`src/rtl/rf_pkg.sv`:
```
// Shared definitions for the register-file ALU sequencer slice.
//   DATA_W / ADDR_W : operand width and register address width
//   alu_op_e        : command opcode encoding
//   state_e         : sequencer FSM state encoding
package rf_pkg;

  localparam int DATA_W = 16;
  localparam int ADDR_W = 4;
  localparam int NREG   = 2 ** ADDR_W;

  typedef enum logic [1:0] {
    OP_ADD = 2'b00,
    OP_SUB = 2'b01,
    OP_AND = 2'b10,
    OP_LDI = 2'b11
  } alu_op_e;

  typedef enum logic [1:0] {
    S_IDLE  = 2'b00,
    S_READ  = 2'b01,
    S_EXEC  = 2'b10,
    S_WRITE = 2'b11
  } state_e;

endpackage

```
`src/rtl/rf_alu.sv`:
```
// Combinational ALU for the sequencer.
//   op    : operation (ADD, SUB, AND, LDI)
//   a, b  : register operands
//   imm   : immediate, used only by LDI
//   y     : result, wrapping modulo 2**DATA_W
//   carry : ADD carry-out / SUB borrow, 0 for AND and LDI
module rf_alu
  import rf_pkg::*;
(
  input  alu_op_e           op,
  input  logic [DATA_W-1:0] a,
  input  logic [DATA_W-1:0] b,
  input  logic [DATA_W-1:0] imm,
  output logic [DATA_W-1:0] y,
  output logic              carry
);

  logic [DATA_W:0] ext;

  always_comb begin
    ext   = '0;
    y     = '0;
    carry = 1'b0;
    case (op)
      OP_ADD: begin
        ext   = {1'b0, a} + {1'b0, b};
        y     = ext[DATA_W-1:0];
        carry = ext[DATA_W];
      end
      OP_SUB: begin
        // top bit of the widened difference is the unsigned borrow
        ext   = {1'b0, a} - {1'b0, b};
        y     = ext[DATA_W-1:0];
        carry = ext[DATA_W];
      end
      OP_AND: y = a & b;
      OP_LDI: y = imm;
      default: y = '0;
    endcase
  end

endmodule

```
`src/rtl/rf_alu_sequencer.sv`:
```
// Register-register command sequencer in front of reg_rtl.
// Accepts one command in IDLE, reads both sources, computes, writes back.
//   clk, rst          : clock, synchronous active-high reset
//   cmd_*             : command handshake and fields (op, rd, rs1, rs2, imm)
//   rf_en/rf_wr_*     : register file write port
//   rf_rd_addr1/2     : register file read addresses (registered)
//   rf_rd_data1/2     : register file read data (1-cycle latency)
//   done              : pulse in the write-back cycle
//   result, carry     : last written value and its carry/borrow, held
//
// state   | meaning
// S_IDLE  | ready for a command; latch fields on accept
// S_READ  | read addresses presented to the register file
// S_EXEC  | read data valid; ALU result registered on exit
// S_WRITE | write-back to rd, done pulse
module rf_alu_sequencer
  import rf_pkg::*;
(
  input  logic              clk,
  input  logic              rst,
  input  logic              cmd_valid,
  output logic              cmd_ready,
  input  logic [1:0]        cmd_op,
  input  logic [ADDR_W-1:0] cmd_rd,
  input  logic [ADDR_W-1:0] cmd_rs1,
  input  logic [ADDR_W-1:0] cmd_rs2,
  input  logic [DATA_W-1:0] cmd_imm,
  output logic              rf_en,
  output logic [ADDR_W-1:0] rf_wr_addr,
  output logic [DATA_W-1:0] rf_wr_data,
  output logic [ADDR_W-1:0] rf_rd_addr1,
  output logic [ADDR_W-1:0] rf_rd_addr2,
  input  logic [DATA_W-1:0] rf_rd_data1,
  input  logic [DATA_W-1:0] rf_rd_data2,
  output logic              done,
  output logic [DATA_W-1:0] result,
  output logic              carry
);

  state_e            state_q, state_d;
  alu_op_e           op_q;
  logic [ADDR_W-1:0] rd_q;
  logic [DATA_W-1:0] imm_q;
  logic [DATA_W-1:0] alu_y;
  logic              alu_carry;
  logic              accept;

  always_ff @(posedge clk) begin
    if (rst) state_q <= S_IDLE;
    else     state_q <= state_d;
  end

  always_comb begin
    state_d   = state_q;
    cmd_ready = 1'b0;
    case (state_q)
      S_IDLE: begin
        cmd_ready = 1'b1;
        if (cmd_valid) state_d = S_READ;
      end
      S_READ:  state_d = S_EXEC;
      S_EXEC:  state_d = S_WRITE;
      S_WRITE: state_d = S_IDLE;
      default: state_d = S_IDLE;
    endcase
  end

  assign accept = cmd_valid & cmd_ready;

  rf_alu u_alu (
    .op    (op_q),
    .a     (rf_rd_data1),
    .b     (rf_rd_data2),
    .imm   (imm_q),
    .y     (alu_y),
    .carry (alu_carry)
  );

  // Read addresses load on the accept edge so they are already stable for
  // the whole READ cycle; the register file captures them at READ's end.
  always_ff @(posedge clk) begin
    if (rst) begin
      op_q        <= OP_ADD;
      rd_q        <= '0;
      imm_q       <= '0;
      rf_rd_addr1 <= '0;
      rf_rd_addr2 <= '0;
      rf_wr_addr  <= '0;
      result      <= '0;
      carry       <= 1'b0;
    end else begin
      if (accept) begin
        op_q        <= alu_op_e'(cmd_op);
        rd_q        <= cmd_rd;
        imm_q       <= cmd_imm;
        rf_rd_addr1 <= cmd_rs1;
        rf_rd_addr2 <= cmd_rs2;
      end
      if (state_q == S_EXEC) begin
        result     <= alu_y;
        carry      <= alu_carry;
        rf_wr_addr <= rd_q;
      end
    end
  end

  assign rf_wr_data = result;

  // Gated by rst directly so a reset arriving during WRITE suppresses the
  // write in that same cycle rather than one edge later.
  assign done  = (state_q == S_WRITE) & ~rst;
  assign rf_en = done;

endmodule

```
`config.mk`:
```
export PLATFORM = sky130hd
export DESIGN_NAME = rf_alu_sequencer
export DESIGN_NICKNAME = d
export VERILOG_FILES = /design/src/rtl/rf_pkg.sv /design/src/rtl/rf_alu.sv /design/src/rtl/rf_alu_sequencer.sv
export SDC_FILE = /design/constraint.sdc
export NUM_CORES = 1
export LEC_CHECK = 0
export ABC_CLOCK_PERIOD_IN_PS = 2100
export BUFFER_PORTS_ARGS = -buffer_cell sky130_fd_sc_hd__buf_2
export CAP_MARGIN = 20
export CORE_ASPECT_RATIO = 0.9
export CORE_UTILIZATION = 50
export CTS_BUF_LIST = sky130_fd_sc_hd__clkbuf_8
export CTS_CLUSTER_DIAMETER = 150
export DETAILED_ROUTE_END_ITERATION = 16
export PLACE_DENSITY_LB_ADDON = 0.2
export SYNTH_ARGS = -nofsm -noshare
export SYNTH_HDL_FRONTEND = slang
export SYNTH_SLANG_ARGS = --single-unit
```
`constraint.sdc`:
```
create_clock -name clk -period 2.1 [get_ports clk]
set_clock_uncertainty 0.1 [all_clocks]
set_input_delay 0.105 -clock clk [delete_from_list [all_inputs] [get_ports clk]]
set_output_delay 0.105 -clock clk [all_outputs]
set_load 0.01 [all_outputs]
```
---- Yosys cells after proc, flatten, opt, wreduce, memory -nomap -nowiden ----
Index checks and enable logic that the tools add are counted.
operators by class
  reductions and logical operators ........ 2
  bitwise operators ....................... 4
  muxes and demuxes ....................... 5
  equal/unequal tests ..................... 7
  $add $sub $neg .......................... 2
operator list
  cell                  count
  $pmux W16 S4          1
  $add A16 B16 Y17      1
  $sub A16 B16 Y17      1
  $and A16 B16 Y16      1
  $eq A2 B2 Y1 const B  4
  $pmux W2 S4           1
  $eq A2 B1 Y1 const B  2
  $logic_not A2 Y1      2
  $and A1 B1 Y1         2
  $mux W2               1
  $ne A2 B2 Y1 const B  1
  $pmux W1 S2           1
  $mux W1               1
  $not A1 Y1            1
storage, ports and cells
  output and inout bits ................... 48
  register bits after elaboration ......... 53

---- Depth between registers and ports, before layout ----
Gate-level depths: netlist of run 1.
  depth after elaboration ................. 3
  gate-level depth with buffers ........... 9

---- Hierarchy ----
A second synthesis of run 1 with hierarchy kept.
unflattened totals
  cell total of the unflattened synthesis .. 567
  area, all modules ....................... 4685.7 um^2
by module, submodules not included
  module            area each (um^2)  cells each  sequential area each (um^2)  times used
  rf_alu_sequencer  2477.4            239         1061.0                       1
  rf_alu            2208.4            328         0.0                          1

---- Worst setup path before layout of run 1 ----
OpenSTA, ideal clock, no wires.
  path type ............................... input to register
  start ................................... in rf_rd_data2[8]
  end ..................................... reg result[14]
  required time ........................... 1870 ps
  path buffers ............................ 1
  setup time .............................. 130 ps
  stages on the path ...................... 9
  setup slack ............................. -4 ps
  arrival time ............................ 1873 ps
  cells stage by stage .................... inv_1 -> ha_1 -> buf_4 -> or3b_1 -> a311o_1 -> and3_4 -> o211a_1 -> a2111oi_2 -> o31ai_1
between the ends
  word-level cells in the longest chain between the ends .. 2
ends and longest elaborated chain
  what                                                  line                        RTL
  from (decl)                                           rf_alu_sequencer.sv:34      input logic [DATA_W-1:0] rf_rd_data2,
  $sub A16 B16 Y17 or $add A16 B16 Y17 (tied branches)  rf_alu.sv:32, rf_alu.sv:26
  $pmux W16 S4 (*)                                      rf_alu.sv:24                case (op)
  to (signal assigned)                                  rf_alu_sequencer.sv:100     result <= alu_y;
  to (decl)                                             rf_alu_sequencer.sv:36      output logic [DATA_W-1:0] result,
Mark *: on every way between the ends. The rest lies on a longest branch, timed or not.
A chain may end at the register's enable or synchronous reset.

---- Final worst setup path of run 1 ----
  start ................................... in rf_rd_data2[1]
  end ..................................... reg result[9]
The elaborated chain is that of the path after synthesis.

==> impl_metrics.prom, run 1 <==
# TYPE chip_impl_metric gauge
chip_impl_info{name="status",value="complete, but fails checks"} 1
chip_impl_info{name="failed_checks",value="negative setup slack"} 1
chip_impl_metric{name="synth-edff-count",unit=""} 0
chip_impl_metric{name="ys_seq_elements",unit=""} 53
chip_impl_metric{name="post_layout_nonfiller_instances",unit=""} 852
chip_impl_metric{name="worst-path-buf-inv",unit=""} 3
chip_impl_metric{name="ctsHtreeMaxLevel",unit=""} 2
chip_impl_metric{name="nets",unit=""} 854
chip_impl_metric{name="design.portCount",unit=""} 113
chip_impl_metric{name="synth.net_count",unit=""} 668
chip_impl_metric{name="die_y",unit="um"} 89.2
chip_impl_metric{name="initial_antenna_violation_count",unit=""} 0
chip_impl_info{name="clock_tree_from_tritoncts",value="built"} 1
chip_impl_info{name="dominant_delay_contributor_by_cell_family_on_the_critical_path",value="simple AND/OR/NAND/NOR gates"} 1
chip_impl_metric{name="synth_area_per_cell",unit="um^2"} 7.46
chip_impl_metric{name="pin_count_of_the_biggest_net_entering_global_routing",unit=""} 52
chip_impl_metric{name="worst_ep_arrival_time",unit="ns"} 2.25
chip_impl_info{name="worst_path_max_delay_cell",value="sky130_fd_sc_hd__nor4b_1"} 1
chip_impl_metric{name="wl_met1",unit="um"} 6150
chip_impl_metric{name="grt_usage",unit="%"} 31.6
chip_impl_metric{name="worst_path_largest_cell_delay",unit="ns"} 0.44
chip_impl_metric{name="synth_warnings",unit=""} 0
chip_impl_metric{name="comb_power_share",unit="%"} 52.9
chip_impl_metric{name="grt_pass1_vias",unit=""} 4521
chip_impl_metric{name="antenna_violating_nets_post_route",unit=""} 0
chip_impl_metric{name="synthesis.area",unit="um^2"} 4220
chip_impl_metric{name="filler_cell_count",unit=""} 651
chip_impl_metric{name="drv.max_cap_violation_count",unit=""} 0
chip_impl_metric{name="finalWeightedCongestion",unit=""} 0.974
chip_impl_metric{name="place_inst",unit=""} 812
chip_impl_info{name="netlist_top_cells_area",value="sky130_fd_sc_hd__dfxtp_1 25%, sky130_fd_sc_hd__ha_1 10%, sky130_fd_sc_hd__nand2_1 7.6%"} 1
chip_impl_info{name="holdCritPathClass",value="input pin to flip-flop"} 1
chip_impl_metric{name="synth.distinct_cells",unit=""} 64
chip_impl_metric{name="final.min_clock_period",unit="ns"} 2.16
chip_impl_info{name="synthTopCellsByCount",value="86 x sky130_fd_sc_hd__nand2_1, 59 x sky130_fd_sc_hd__a21oi_1, 53 x sky130_fd_sc_hd__dfxtp_1, 53 x sky130_fd_sc_hd__nor2_1, 37 x sky130_fd_sc_hd__inv_1"} 1
chip_impl_metric{name="synth_top_area_share",unit="%"} 25.1
chip_impl_metric{name="clock_input_transition_at_the_sequential_cells_of_the_worst_setup_and_hold_paths",unit="ns"} 0.11
chip_impl_metric{name="port_buffers",unit=""} 112
chip_impl_metric{name="clk-insertion-delay-late",unit="ns"} 0.32
chip_impl_metric{name="num_rows",unit=""} 31
chip_impl_info{name="rsz0062_at_grt",value="true"} 1
chip_impl_info{name="dominantRegCellSynth",value="sky130_fd_sc_hd__dfxtp_1"} 1
chip_impl_metric{name="seq_power_share",unit="%"} 31.2
chip_impl_metric{name="p_sw",unit="mW"} 1.93
chip_impl_metric{name="p_per_area",unit="nW/um^2"} 795
chip_impl_metric{name="power_frac_clock",unit="%"} 15.8
chip_impl_metric{name="vdd_drop_max",unit="V"} 0.000587
chip_impl_metric{name="drv_slew",unit=""} 0
chip_impl_metric{name="timing.fmax",unit="MHz"} 462
chip_impl_metric{name="layout-area-overhead-vs-synth",unit="%"} 36.2
chip_impl_info{name="cp-end-kind",value="flip-flop"} 1
chip_impl_metric{name="detailedPlacementHpwl",unit="um"} 10600
chip_impl_metric{name="fin_crit_sh",unit="%"} 103
chip_impl_metric{name="whs",unit="ns"} 0.156
chip_impl_metric{name="setup_viol_count_final",unit=""} 1
chip_impl_metric{name="post-route-worst-setup-slack",unit="ns"} -0.0649
chip_impl_metric{name="ratio_of_cells_with_drive_above_1_in_the_final_layout",unit="%"} 29.6
chip_impl_info{name="cp-start-kind",value="input pin"} 1
chip_impl_metric{name="async_reset_ff_share",unit="%"} 0
chip_impl_metric{name="worst-slew-pin-transition",unit="ns"} 0.507
chip_impl_metric{name="required_time_at_the_worst_slack_endpoint",unit="ns"} 2.19
chip_impl_info{name="post-synth-top-count-cell",value="sky130_fd_sc_hd__nand2_1"} 1
chip_impl_metric{name="synth_sequential_area_ratio",unit="%"} 25.1
chip_impl_metric{name="sequential_cell_area",unit="um^2"} 1060
chip_impl_metric{name="clockBufferDepth",unit=""} 2
chip_impl_info{name="cell_type_with_the_highest_aggregate_area_in_the_netlist",value="sky130_fd_sc_hd__dfxtp_1"} 1
chip_impl_metric{name="post_drt_via_cell_ratio",unit=""} 5.59
chip_impl_metric{name="placeableCoreArea",unit="um^2"} 8110
chip_impl_info{name="path_cells",value="buf_2, inv_1, ha_1, nor2b_1, o2111ai_1, a21oi_1, nor3_1, nor4b_1, buf_4, nor4_1"} 1
chip_impl_metric{name="syn_inst",unit=""} 566
chip_impl_metric{name="multi_input_comb_area",unit="um^2"} 2800
chip_impl_metric{name="drt-total-wl",unit="um"} 14000
chip_impl_metric{name="detail_route.drc_violations",unit=""} 0
chip_impl_metric{name="slew_headroom",unit="%"} 66.2
chip_impl_metric{name="initial_utilization",unit="%"} 52.1
chip_impl_metric{name="worst-path-max-fanout",unit=""} 4
chip_impl_metric{name="finalHoldViolCount",unit=""} 0
chip_impl_metric{name="static-leakage-power",unit="nW"} 2.79
chip_impl_metric{name="detailroute.via_count",unit=""} 4766
chip_impl_metric{name="intPower",unit="mW"} 2.65
chip_impl_info{name="clock_tree.root_cell",value="sky130_fd_sc_hd__clkbuf_8"} 1
chip_impl_metric{name="swShare",unit="%"} 42.1
chip_impl_info{name="criticalPathCategory",value="input pin to flip-flop"} 1
chip_impl_metric{name="drt_iter0_markers",unit=""} 203
chip_impl_metric{name="met2_wire_len",unit="um"} 6710
chip_impl_metric{name="die_w",unit="um"} 98.9
chip_impl_metric{name="met3RoutedLength",unit="um"} 691
chip_impl_metric{name="floorplan_die_area",unit="um^2"} 8820
chip_impl_info{name="topRoutingLayerUsed",value="met4"} 1
chip_impl_metric{name="total_inserted_antenna_cells",unit=""} 0
chip_impl_metric{name="numCtsBuffers",unit=""} 5
chip_impl_metric{name="grt_first_pass_wirelength",unit="um"} 21800
chip_impl_metric{name="cts_sinks",unit=""} 53
chip_impl_metric{name="grt.overflow.total",unit=""} 0
chip_impl_metric{name="drt-pass1-iter-count",unit=""} 5
chip_impl_metric{name="route.detailed.wl_per_inst",unit="um"} 16.4
## metal layers
| metal | up-vias | global-route usage [%] |
|---|---|---|
| met5 | - | 0 |
| li1 | 2331 | - |
| met1 | 2213 | 40.4 |
| met2 | 186 | 56.0 |
| met3 | 36 | 3.99 |
| met4 | 0 | 10.4 |
## kinds of logic (layout without fill, tap and decap cells)
group           count (synthesis)  after routing  synth area share, %
compound gates                164            164                 25.5
xor+xnor                        9              9                 1.87
fa+ha+maj                      37             37                 11.3
buf+inv                        87            274                 9.60
flops                          53             53                 25.1
mux                            22             22                 6.13
simple gates                  194            194                 20.4
## what timing repair did
item,CTS,global route
setup buffers,0,1
endpoints found under the hold margin,31,0
resized for setup,0,11
setup endpoints to repair,0,7
hold buffers,31,0
## power by group through the flow
stage	clock (mW)	sequential [mW]	combinational [mW]
global placement	0	1.43	2.27
finish	0.725	1.43	2.42
detailed placement	0	1.44	2.31
CTS	0.730	1.42	2.36
floorplan	0	1.47	1.47
global route	0.763	1.45	2.66
## path summary, 6_finish.rpt
kind,startpoint,to,slack [ns],cells past startpoint
max reg2reg,op_q[1],result[15],0.20,6
min reg2reg,rf_rd_addr1[1],rf_rd_addr1[1],0.36,2
max,rf_rd_data2[1],result[9],-0.06,10
min,rf_rd_data1[15],carry,0.16,5
## per-stage QoR
step           total power [mW]  util, %  instance area (um^2)  setup TNS (ns)  setup WS [ns]
3_5_place_dp               3.75     65.1                  5280           -2.72         -0.314
3_3_place_gp               3.70     65.1                  5280           -1.84         -0.243
2_1_floorplan              2.95        -                  4220               0        0.00451
6_report                   4.58     71.0                  5750         -0.0649        -0.0649
4_1_cts                    4.52     70.3                  5700               0       0.000414
5_1_grt                    4.88     71.0                  5750          -0.107        -0.0485
## worst reg2reg max path: stages, from the launching register on
cell	delay [ns]
sky130_fd_sc_hd__dfxtp_1	0.33
sky130_fd_sc_hd__inv_1	0.19
sky130_fd_sc_hd__nand2_1	0.34
sky130_fd_sc_hd__nor3_1	0.32
sky130_fd_sc_hd__nand2_1	0.10
sky130_fd_sc_hd__a31o_2	0.22
sky130_fd_sc_hd__a32o_1	0.21
## layout by cell type, fill, tap and decap left out, types with 8 or more instances in the layout
cell and instances:
sky130_fd_sc_hd__nor2b_1 8, sky130_fd_sc_hd__inv_1 38, sky130_fd_sc_hd__o31ai_1 12, sky130_fd_sc_hd__dlygate4sd3_1 31, sky130_fd_sc_hd__a211oi_1 13, sky130_fd_sc_hd__nand2_1 86
sky130_fd_sc_hd__ha_1 34, sky130_fd_sc_hd__nor3_1 11, sky130_fd_sc_hd__mux2i_1 18, sky130_fd_sc_hd__dfxtp_1 53, sky130_fd_sc_hd__o21ai_0 23, sky130_fd_sc_hd__a21oi_1 57
sky130_fd_sc_hd__buf_4 86, sky130_fd_sc_hd__nor2_1 53, sky130_fd_sc_hd__buf_2 112
## registers in the layout, summed over array words and instances, names as in the netlist
signal       cells
op_q             2
carry            1
result          16
rd_q             4
imm_q           16
rf_rd_addr2      4
rf_wr_addr       4
state_q          2
rf_rd_addr1      4
## final cells by class
class / count / share of cell area (%)
Sequential cell: 53 / 18.4
Clock buffer: 5 / 1.20
Inverter: 37 / 2.41
Multi-Input combinational cell: 426 / 48.7
Clock inverter: 3 / 0.740
Tap cell: 99 / 2.15
Timing Repair Buffer: 229 / 26.4
Note: power is estimated with default switching activity, not from simulation.
==> run 2: changes to the inputs <==
--- a/config.mk
+++ b/config.mk
@@ -13,7 +13,9 @@
 export CTS_BUF_LIST = sky130_fd_sc_hd__clkbuf_8
 export CTS_CLUSTER_DIAMETER = 150
 export DETAILED_ROUTE_END_ITERATION = 16
+export MAX_ROUTING_LAYER = met4
 export PLACE_DENSITY_LB_ADDON = 0.2
+export SLEW_MARGIN = 5
 export SYNTH_ARGS = -nofsm -noshare
 export SYNTH_HDL_FRONTEND = slang
 export SYNTH_SLANG_ARGS = --single-unit
==> impl_metrics.prom, run 2 (same netlist as run 1, synthesis figures left out) <==
# TYPE chip_impl_metric gauge
chip_impl_metric{name="vdd_drop_max",unit="V"} 0.000550
chip_impl_info{name="layout.cells.most_common_list",value="112 x sky130_fd_sc_hd__buf_2, 90 x sky130_fd_sc_hd__buf_4, 86 x sky130_fd_sc_hd__nand2_1"} 1
chip_impl_metric{name="ctsHtreeMaxLevel",unit=""} 2
chip_impl_metric{name="place_inst",unit=""} 816
chip_impl_metric{name="clk-insertion-delay-late",unit="ns"} 0.31
chip_impl_metric{name="worst_ep_arrival_time",unit="ns"} 2.14
chip_impl_metric{name="seq_power_share",unit="%"} 31.9
chip_impl_metric{name="port_buffers",unit=""} 112
chip_impl_info{name="holdCritPathClass",value="input pin to flip-flop"} 1
chip_impl_metric{name="worst-path-max-fanout",unit=""} 4
chip_impl_metric{name="post_drt_via_cell_ratio",unit=""} 5.62
chip_impl_metric{name="fin_crit_sh",unit="%"} 96.3
chip_impl_metric{name="post-route-worst-setup-slack",unit="ns"} 0.0787
chip_impl_metric{name="layout-area-overhead-vs-synth",unit="%"} 36.4
chip_impl_metric{name="grt_pass1_vias",unit=""} 4427
chip_impl_metric{name="total_inserted_antenna_cells",unit=""} 0
chip_impl_metric{name="post_layout_nonfiller_instances",unit=""} 855
chip_impl_metric{name="cts_sinks",unit=""} 53
chip_impl_metric{name="swShare",unit="%"} 43.4
chip_impl_metric{name="ff2ff_setup_slack",unit="ns"} 0.26
chip_impl_metric{name="drt-total-wl",unit="um"} 13900
chip_impl_info{name="clock_tree_from_tritoncts",value="built"} 1
chip_impl_metric{name="p_sw",unit="mW"} 1.95
chip_impl_metric{name="holdPathStages",unit=""} 3
chip_impl_metric{name="route.detailed.wl_per_inst",unit="um"} 16.3
chip_impl_metric{name="antenna_violating_nets_post_route",unit=""} 0
chip_impl_metric{name="drv.max_cap_violation_count",unit=""} 0
chip_impl_metric{name="detailedPlacementHpwl",unit="um"} 10700
chip_impl_metric{name="static-leakage-power",unit="nW"} 2.79
chip_impl_metric{name="comb_power_share",unit="%"} 54.3
chip_impl_metric{name="nets",unit=""} 857
chip_impl_metric{name="drt-pass1-iter-count",unit=""} 6
chip_impl_info{name="worst_hold_startpoint",value="cmd_valid"} 1
chip_impl_metric{name="ratio_of_cells_with_drive_above_1_in_the_final_layout",unit="%"} 30.3
chip_impl_metric{name="ff2ff_path_depth",unit=""} 6
chip_impl_metric{name="numCtsBuffers",unit=""} 5
chip_impl_info{name="min_delay_worst_endpoint",value="state_q[0]"} 1
chip_impl_metric{name="detailedPlace.worstSlack",unit="ns"} -0.310
chip_impl_metric{name="detailroute.via_count",unit=""} 4804
chip_impl_info{name="status",value="finished, final reports clean"} 1
chip_impl_metric{name="sequential_cell_area",unit="um^2"} 1060
chip_impl_metric{name="num_rows",unit=""} 31
chip_impl_info{name="regToRegStartpoint",value="op_q[1]"} 1
chip_impl_info{name="cp-end-kind",value="flip-flop"} 1
chip_impl_info{name="clock_tree.root_cell",value="sky130_fd_sc_hd__clkbuf_8"} 1
chip_impl_info{name="cp-start-kind",value="input pin"} 1
chip_impl_metric{name="initial_antenna_violation_count",unit=""} 0
chip_impl_metric{name="p_per_area",unit="nW/um^2"} 779
chip_impl_metric{name="pin_count_of_the_biggest_net_entering_global_routing",unit=""} 52
chip_impl_metric{name="die_y",unit="um"} 89.2
chip_impl_metric{name="final.min_clock_period",unit="ns"} 2.02
chip_impl_metric{name="grt.overflow.total",unit=""} 0
chip_impl_metric{name="required_time_at_the_worst_slack_endpoint",unit="ns"} 2.22
chip_impl_metric{name="finalHoldViolCount",unit=""} 0
chip_impl_metric{name="filler_cell_count",unit=""} 675
chip_impl_metric{name="clock_input_transition_at_the_sequential_cells_of_the_worst_setup_and_hold_paths",unit="ns"} 0.11
chip_impl_metric{name="design.portCount",unit=""} 113
chip_impl_metric{name="drt_iter0_markers",unit=""} 239
chip_impl_info{name="crit-reg2reg-capture",value="result[15]"} 1
chip_impl_metric{name="finalWeightedCongestion",unit=""} 0.935
chip_impl_info{name="criticalPathCategory",value="input pin to flip-flop"} 1
chip_impl_info{name="mostFrequentLayoutCell",value="sky130_fd_sc_hd__buf_2"} 1
chip_impl_metric{name="drv_slew",unit=""} 0
chip_impl_metric{name="intPower",unit="mW"} 2.54
chip_impl_metric{name="setup_viol_count_final",unit=""} 0
chip_impl_metric{name="slew_headroom",unit="%"} 64.8
chip_impl_metric{name="worst-slew-pin-transition",unit="ns"} 0.528
chip_impl_metric{name="grt_usage",unit="%"} 31.6
chip_impl_metric{name="detail_route.drc_violations",unit=""} 0
chip_impl_metric{name="power_frac_clock",unit="%"} 13.8
chip_impl_metric{name="clockBufferDepth",unit=""} 2
chip_impl_metric{name="die_w",unit="um"} 98.9
chip_impl_metric{name="grt_first_pass_wirelength",unit="um"} 21000
chip_impl_metric{name="timing.fmax",unit="MHz"} 495
chip_impl_metric{name="initial_utilization",unit="%"} 52.1
chip_impl_metric{name="placeableCoreArea",unit="um^2"} 8110
chip_impl_metric{name="floorplan_die_area",unit="um^2"} 8820
chip_impl_info{name="largestRegisters",value="imm_q: 16 flops, result: 16 flops"} 1
chip_impl_metric{name="multi_input_comb_area",unit="um^2"} 2810
-- run 2: through the flow --
stage | total power [mW] | setup TNS (ns) | hold WS, ns | instance area, um^2 | utilization, %
detailed placement | 3.78 | -2.53 | 0.252 | 5310 | 65.5
CTS | 4.43 | 0 | 0.0206 | 5700 | 70.3
global placement | 3.70 | -1.91 | 0.246 | 5310 | 65.5
floorplan | 2.95 | 0 | 0.141 | 4220 | -
global route | 4.77 | -0.00142 | 0.0250 | 5760 | 71.0
finish | 4.49 | 0 | 0.0211 | 5760 | 71.0
-- run 2: layout make-up --
type,count,share of cell area [%]
Clock buffer,5,1.20
Clock inverter,3,0.369
Inverter,37,2.41
Multi-Input combinational cell,426,48.8
Sequential cell,53,18.4
Tap cell,99,2.15
Timing Repair Buffer,232,26.7
-- run 2: metal layers --
| metal | routed length, um | part of all wire [%] | track usage, % | up-vias |
|---|---|---|---|---|
| met4 | 299 | 2.1 | 9.09 | 0 |
| li1 | - | - | - | 2341 |
| met1 | 5900 | 42 | 37.5 | 2254 |
| met2 | 6860 | 49 | 55.6 | 184 |
| met3 | 855 | 6.1 | 5.24 | 25 |
| met5 | 0 | 0 | - | - |
-- run 2: critical path, cell delays in order --
cell and delay, ns:
sky130_fd_sc_hd__buf_2 0.10, sky130_fd_sc_hd__inv_1 0.09, sky130_fd_sc_hd__ha_1 0.25, sky130_fd_sc_hd__nor2b_1 0.16, sky130_fd_sc_hd__o2111ai_1 0.43, sky130_fd_sc_hd__a21oi_1 0.21
sky130_fd_sc_hd__o21ai_0 0.30, sky130_fd_sc_hd__buf_4 0.17, sky130_fd_sc_hd__mux2i_1 0.22, sky130_fd_sc_hd__o31ai_1 0.10
-- run 2: how the worst max path moves through the flow --
stage	depth (start not counted)	slack (ns)	start	to
floorplan	9	0.005	rf_rd_data2[6]	result[11]
global placement	10	-0.28	rf_rd_data2[9]	result[15]
detailed placement	10	-0.31	rf_rd_data1[0]	result[12]
CTS	10	0.01	rf_rd_data1[0]	result[12]
global route	10	-0.001	rf_rd_data2[1]	result[15]
finish	10	0.08	rf_rd_data2[1]	result[11]
-- run 2: repair_timing --
item	4_1_cts	5_1_grt
hold buffers	30	0
endpoints found under the hold margin	30	0
setup buffers	0	1
resized for setup	0	12
setup endpoints to repair	0	7
-- run 2: power groups by stage --
| stage | Combinational, mW | Clock, mW | Sequential (mW) |
|---|---|---|---|
| 3_3_place_gp | 2.27 | 0 | 1.43 |
| 2_1_floorplan | 1.47 | 0 | 1.47 |
| 3_5_place_dp | 2.33 | 0 | 1.45 |
| 4_1_cts | 2.38 | 0.625 | 1.43 |
| 5_1_grt | 2.66 | 0.657 | 1.45 |
| 6_report | 2.44 | 0.620 | 1.43 |
